===== src/rtl/quad_pkg.sv =====
// rtl/quad_pkg.sv - shared types and Gray-step decode for the quadrature reader
package quad_pkg;

  typedef enum logic [1:0] {
    PH00 = 2'b00,
    PH01 = 2'b01,
    PH11 = 2'b11,
    PH10 = 2'b10
  } phase_t;

  typedef enum logic [1:0] {
    INIT  = 2'd0,
    TRACK = 2'd1,
    FAULT = 2'd2
  } qstate_t;

  typedef struct packed {
    logic valid;
    logic up;
    logic illegal;
  } step_t;

  // Map {a,b} to its position in the up sequence (Gray-to-binary), then the
  // modulo-4 distance tells us up (1), down (3), illegal (2) or no change (0).
  function automatic step_t step_dir(input phase_t prev, input phase_t cur);
    logic [1:0] pb;
    logic [1:0] cb;
    logic [1:0] pi;
    logic [1:0] ci;
    logic [1:0] d;
    step_t      res;
    pb = prev;
    cb = cur;
    pi = {pb[1], pb[1] ^ pb[0]};
    ci = {cb[1], cb[1] ^ cb[0]};
    d  = ci - pi;
    res.valid   = (d == 2'd1) || (d == 2'd3);
    res.up      = (d == 2'd1);
    res.illegal = (d == 2'd2);
    return res;
  endfunction

endpackage


===== src/rtl/quad_filter.sv =====
// rtl/quad_filter.sv - two-flop synchroniser plus consecutive-sample glitch filter
module quad_filter #(
  parameter int FILT = 2
) (
  input  logic clk,
  input  logic clr_n,
  input  logic d_in,
  output logic d_out
);

  localparam int CW = $clog2(FILT + 1);

  logic          r_sync1;
  logic          r_sync2;
  logic          r_acc;
  logic [CW-1:0] r_cnt;

  // Any agreeing sample restarts the run, so only FILT consecutive
  // disagreeing samples move the accepted value.
  always_ff @(posedge clk or negedge clr_n) begin
    if (!clr_n) begin
      r_sync1 <= 1'b0;
      r_sync2 <= 1'b0;
      r_acc   <= 1'b0;
      r_cnt   <= '0;
    end else begin
      r_sync1 <= d_in;
      r_sync2 <= r_sync1;
      if (r_sync2 == r_acc) begin
        r_cnt <= '0;
      end else if (r_cnt == CW'(FILT - 1)) begin
        r_acc <= r_sync2;
        r_cnt <= '0;
      end else begin
        r_cnt <= r_cnt + 1'b1;
      end
    end
  end

  assign d_out = r_acc;

endmodule


===== src/rtl/quad_decoder.sv =====
// rtl/quad_decoder.sv - quadrature A/B reader: filter, Gray decode, position counter
module quad_decoder
  import quad_pkg::*;
#(
  parameter int WIDTH = 4,
  parameter int FILT  = 2
) (
  input  logic             clk,
  input  logic             clr_n,
  input  logic             a_in,
  input  logic             b_in,
  input  logic             en,
  output logic [WIDTH-1:0] count,
  output logic             dir,
  output logic             step,
  output logic             tc,
  output logic             err
);

  localparam int IW = $clog2(FILT + 3);

  logic             w_a_f;
  logic             w_b_f;
  phase_t           w_cur;
  step_t            w_sd;

  qstate_t          r_state;
  phase_t           r_ref;
  logic [IW-1:0]    r_init_cnt;
  logic [WIDTH-1:0] r_count;
  logic             r_dir;
  logic             r_step;
  logic             r_err;

  quad_filter #(.FILT(FILT)) u_filt_a (.clk(clk), .clr_n(clr_n), .d_in(a_in), .d_out(w_a_f));
  quad_filter #(.FILT(FILT)) u_filt_b (.clk(clk), .clr_n(clr_n), .d_in(b_in), .d_out(w_b_f));

  assign w_cur = phase_t'({w_a_f, w_b_f});
  assign w_sd  = step_dir(r_ref, w_cur);

  // INIT waits long enough for a phase present at reset release to pass the
  // synchroniser and filter, so the reference is loaded without a step.
  always_ff @(posedge clk or negedge clr_n) begin
    if (!clr_n) begin
      r_state    <= INIT;
      r_ref      <= PH00;
      r_init_cnt <= '0;
      r_count    <= '0;
      r_dir      <= 1'b0;
      r_step     <= 1'b0;
      r_err      <= 1'b0;
    end else begin
      r_step <= 1'b0;
      case (r_state)
        INIT: begin
          if (r_init_cnt == IW'(FILT + 2)) begin
            r_ref   <= w_cur;
            r_state <= TRACK;
          end else begin
            r_init_cnt <= r_init_cnt + 1'b1;
          end
        end
        TRACK: begin
          if (w_sd.illegal) begin
            r_state <= FAULT;
            r_err   <= 1'b1;
          end else if (w_sd.valid) begin
            r_ref <= w_cur;
            if (en) begin
              r_step  <= 1'b1;
              r_dir   <= w_sd.up;
              r_count <= w_sd.up ? r_count + 1'b1 : r_count - 1'b1;
            end
          end
        end
        FAULT: begin
          r_err <= 1'b1;
        end
        default: begin
          r_state <= FAULT;
          r_err   <= 1'b1;
        end
      endcase
    end
  end

  assign count = r_count;
  assign dir   = r_dir;
  assign step  = r_step;
  assign err   = r_err;
  assign tc    = r_dir ? (&r_count) : (r_count == '0);

endmodule


===== config.mk =====
export PLATFORM = sky130hd
export DESIGN_NAME = quad_decoder
export DESIGN_NICKNAME = d
export VERILOG_FILES = /design/src/rtl/quad_pkg.sv /design/src/rtl/quad_filter.sv /design/src/rtl/quad_decoder.sv
export SDC_FILE = /design/constraint.sdc
export NUM_CORES = 1
export LEC_CHECK = 0
export ABC_AREA = 1
export CORE_MARGIN = 2
export CORE_UTILIZATION = 58
export CTS_BUF_LIST = sky130_fd_sc_hd__clkbuf_8
export DETAILED_ROUTE_END_ITERATION = 10
export DONT_BUFFER_PORTS = 1
export GPL_ROUTABILITY_DRIVEN = 0
export GPL_TIMING_DRIVEN = 0
export PLACE_DENSITY_LB_ADDON = 0.2
export SYNTH_ARGS = -nofsm -noshare
export SYNTH_HDL_FRONTEND = slang
export SYNTH_SLANG_ARGS = --single-unit

===== constraint.sdc =====
create_clock -name clk -period 2.3 [get_ports clk]
set_clock_uncertainty 0.1 [all_clocks]
set_input_delay 0.345 -clock clk [delete_from_list [all_inputs] [get_ports clk]]
set_output_delay 0.345 -clock clk [all_outputs]
set_load 0.03 [all_outputs]

# After elaboration in Yosys (flattened, before gate mapping)
# Cells that the tools add are included.
# word_totals
regBits,24
input_bits,5
output_inout_bits,8
word_cells,74
# classes
n_addsub,6
n_eq_ne,14
mux,19
bitwise,8
n_reduce_logical,12
# op_table
operator,count
2-to-1 mux 2 bit,9
AND reduction 4 bit,3
"equality test 2 x 1 -> 1 bit, second input constant",4
"!= test 2 bit, second input constant",4
AND reduction 2 bit,4
"equality test 2 bit, second input constant",3
2-to-1 mux 1 bit,6
NOT 1 bit,6
case mux 2 bit (3 select lines),1
"adder 2 x 1 -> 2 bit, second input constant",2
"adder 4 x 1 -> 4 bit, second input constant",1
logical NOT 4 bit,1
2-to-1 mux 4 bit,1
case mux 2 bit (2 select lines),1
"subtractor 4 x 1 -> 4 bit, second input constant",1
"adder 3 x 1 -> 3 bit, second input constant",1
"equality test 3 bit, second input constant",1
AND reduction 3 bit,1
equality test 1 bit,2
logical NOT 2 bit,1
case mux 1 bit (2 select lines),1
nonzero test 2 bit,1
subtractor 2 bit,1
bitwise XOR 1 bit,2
logical OR 1 bit,1

# Longest topological paths before layout
# depth
ltp_word,7
depth_mapped,17

# Modules after synthesis
# From an unflattened synthesis, not the netlist that was laid out.
# hier_totals
hier_cells,124
area_unflattened_um2,1187.4
# by_module_without_submodules
mod,n_inst,cells_per_inst,area_per_inst_um2,seq_area_each_um2
quad_decoder,1,86,824.5,350.3
quad_filter,2,19,181.4,125.1

# Worst setup path before layout
# OpenSTA, ideal clock, no wires.
# synth_path
path_kind,reg-to-reg
from,register r_ref[1]
to,"register r_count[3], in the netlist count[3]"
setup_time_ps,118
arrival_ps,2009
required_ps,2082
slack_ps,73
stages_incl_launch_ff,18
n_path_buf,0
synth_period_minus_slack_ps,2227
cell_sequence,dfrtp_1 > xor2_1 > ha_1 > inv_1 > nand2_1 > nand2_1 > nand2_2 > nand2_2 > nand2_2 > ha_1 > nand2_1 > nand2_1 > nor2_1 > inv_1 > nand2_2 > nand2_1 > nand2_1 > nand2_1
# synth_via
elab_chain_len,5
word_cells_on_any_way,9
# synth_rtl
item,line_no,text
"start, declared",quad_decoder.sv:28,phase_t r_ref;
"start signal, assigned",quad_decoder.sv:57,r_ref <= w_cur;
"start signal, assigned",quad_decoder.sv:68,r_ref <= w_cur;
bitwise XOR 1 bit,quad_pkg.sv:34,"pi = {pb[1], pb[1] ^ pb[0]};"
subtractor 2 bit *,quad_pkg.sv:36,d = ci - pi;
equality test 2 x 1 -> 1 bit (tied with other cells),"quad_pkg.sv:37, quad_pkg.sv:38",
logical OR 1 bit or NOT 1 bit (tied branches),-,
AND reduction 4 bit (no line),-,
"end signal, assigned",quad_decoder.sv:72,r_count <= w_sd.up ? r_count + 1'b1 : r_count - 1'b1;
"end, declared",quad_decoder.sv:30,logic [WIDTH-1:0] r_count;
# Every way passes the cells marked *; elsewhere a longest branch is shown, timed or not.
# A chain may end at the register's enable or synchronous reset.

# Worst setup path in the final report
# Same ends and word-level chain as after synthesis.

==> flow_metrics.tcl <==
set metrics [dict create \
    grt_setup_unrepaired "yes" \
    cts_max_level 1 \
    critPathMaxFanout 4 \
    synth-seq-cells 24 \
    synth_edf_count 0 \
    multi_input_area_um2 480 \
    crit_chain "xor2_1 -> ha_2 -> inv_1 -> nand2_2 -> nand2_2 -> nand2_2 -> nand2_2 -> nand2_4 -> ha_4 -> nand2_2 -> nor2_2 -> nor2_2 -> a21oi_2 -> nand2_1 -> nand2_1 -> nand2_1" \
    cp_data_arrival_time_ps 2320 \
    cts_sinks 24 \
    hold_viol_final 0 \
    postRouteWirelength_um 1990 \
    worst_ep_required_time_ps 2360 \
    cp-start-kind "flip-flop" \
    synth.most_common_cell "dfrtp_1" \
    fillCellCount 143 \
    crit_slowest_cell "dfrtp_1" \
    fin_cells 151 \
    dieHeight_um 47.7 \
    wl_per_cell_um 13.2 \
    worstSetupEndpointType "flip-flop" \
    antenna_cells 0 \
    worstSetupPathType "reg2reg" \
    syn_inst 113 \
    synth-main-ff-cell "dfrtp_1" \
    cap_viol_max_count 0 \
    netlist_area_um2 1110 \
    overflow 0 \
    drt_iter0_drc 8 \
    max_slew_margin_pct 31.2 \
    fin_crit_sh_pct 98.2 \
    tns_ps 0 \
    grt_antenna_before_repair 0 \
    die_area_um2 2270 \
    cpLargestDelayFamily "simple AND/OR/NAND/NOR gates" \
    drc 0 \
    async_flop_share_pct 100 \
    clkLatencyLatePin_ps 260 \
    placementRows 15 \
    synth_top_area_share_pct 54.3 \
    clockBufferDepth 2 \
    yosysSeqAreaShare_pct 54.3 \
    synth_cell_types 20 \
    avgSynthCellArea_um2 9.79 \
    max_freq_ghz 0.443 \
    hpwl_um 1230 \
    nNetsFinal 139 \
    numCtsBuffers 3 \
    grt_max_degree 25 \
    coreArea_um2 1760 \
    finalSetupViolCount 0 \
    grt_pass1_vias 694 \
    synthTopCellsByCount "dfrtp_1 (24), nand2_1 (20), inv_1 (19)" \
    hold_class "in2reg" \
    viasPerCell 4.95 \
    critPathMostFrequentCell "nand2_2" \
    num_vias 748 \
    cpPeakStageDelay_ps 400 \
    synth_warnings 0 \
    synth_area_leaders "dfrtp_1 (54%), nand2_1 (6.8%), inv_1 (6.4%)" \
    num_io_pins 13 \
    yosysTopAreaCell "dfrtp_1" \
    drive_gt1_share_pct 23.8 \
    slew_viol_final 0 \
    initial_core_util_pct 62.7 \
    ant_nets 0 \
    syn_to_final_growth_pct 18.6 \
    worstMarginPinSlew_ps 1030 \
    seq_area_um2 601 \
    fin_util_pct 74.3 \
    status "finished, final reports clean" \
    layout_setup_ws_ps 42.5 \
    die_width_um 47.7 \
    root_buffer "clkbuf_8" \
    port_buffers 0 \
    grt_pass1_wl_um 2900 \
    critical_path.n_buffers_inverters 1 \
    place_ws_ps -103 \
    syn_nets 124 \
    dp.cells 138 \
    grt_usage_pct 19.6 \
    cts_tree "yes" \
    min_period_ps 2260 \
    firstDrtPassIters 4 \
    clkTransAtPathRegs_ps 80 \
]
layer usage:
layer	up-vias	GRT usage, %	routed length, um
met1	354	21.5	852
met5	-	0	0
met4	0	13.0	27
met3	2	4.91	74
li1	376	-	-
met2	16	33.5	1040
kinds of logic (layout without fill, tap and decap cells):
| family | count (synthesis) | count (layout) | synth area share [%] |
|---|---|---|---|
| fa+ha+maj | 6 | 6 | 7.47 |
| compound gates | 11 | 11 | 5.77 |
| simple gates | 44 | 44 | 19.3 |
| xor+xnor | 8 | 8 | 6.34 |
| buf+inv | 20 | 33 | 6.79 |
| flops | 24 | 24 | 54.3 |
final timing paths:
| path | startpoint | endpoint | slack, ps | depth (start not counted) |
|---|---|---|---|---|
| max reg2reg | r_ref[1] | count[3] | 40 | 16 |
| max | r_ref[1] | count[3] | 40 | 16 |
| min | en | step | 240 | 2 |
| min reg2reg | u_filt_b.r_sync1 | u_filt_b.r_sync2 | 260 | 0 |
| min in group asynchronous | clr_n | r_ref[1] | 610 | 1 |
| max in group asynchronous | clr_n | r_state[0] | 870 | 1 |
registers in the layout, summed over array words and instances (netlist names):
signal,count
u_filt_b.r_sync2,1
u_filt_a.r_cnt,2
u_filt_b.r_cnt,2
u_filt_b.d_out,1
err,1
r_state,2
count,4
dir,1
r_ref,2
r_init_cnt,3
u_filt_a.d_out,1
u_filt_a.r_sync2,1
step,1
u_filt_b.r_sync1,1
u_filt_a.r_sync1,1
per-stage QoR:
step	hold WS [ps]	cell area [um2]
after CTS	231	1240
after global routing	268	1310
after floorplan	-50.6	1110
after detailed placement	-50.1	1140
final	239	1310
after global placement	-50.1	1140
layout make-up:
type                    instances  share of cell area [%]
multi-input cells              69                    36.6
clock buffers                   3                    3.15
inverters                      20                    5.73
repair buffers                 10                    6.30
well taps                      25                    2.39
flip-flops and latches         24                    45.8
repair_timing:
| action | in CTS | in global routing |
|---|---|---|
| setup buffers | 2 | 5 |
| hold buffers | 3 | 0 |
| resized for setup | 3 | 7 |
| endpoints found under the setup margin | 2 | 1 |
| pin swaps | 0 | 11 |
| hold endpoints to repair | 26 | 0 |
cell usage in the layout, fill, tap and decap left out, types with 2 or more instances in the layout:
cell,Yosys,routed
a21oi_1,2,2
buf_4,0,7
clkbuf_8,0,3
dfrtp_1,24,24
dlygate4sd3_1,0,3
ha_1,5,2
ha_4,0,2
inv_1,19,19
nand2_1,20,17
nand2_2,6,8
nand3_1,5,5
nand3_2,2,2
nor2_1,6,4
nor2_2,0,2
nor3_1,3,3
o21ai_0,6,6
xnor2_1,5,5
xor2_1,3,3
Power is not shown: default switching activity piles up to over one toggle a cycle in this logic, so the estimate is an artifact.
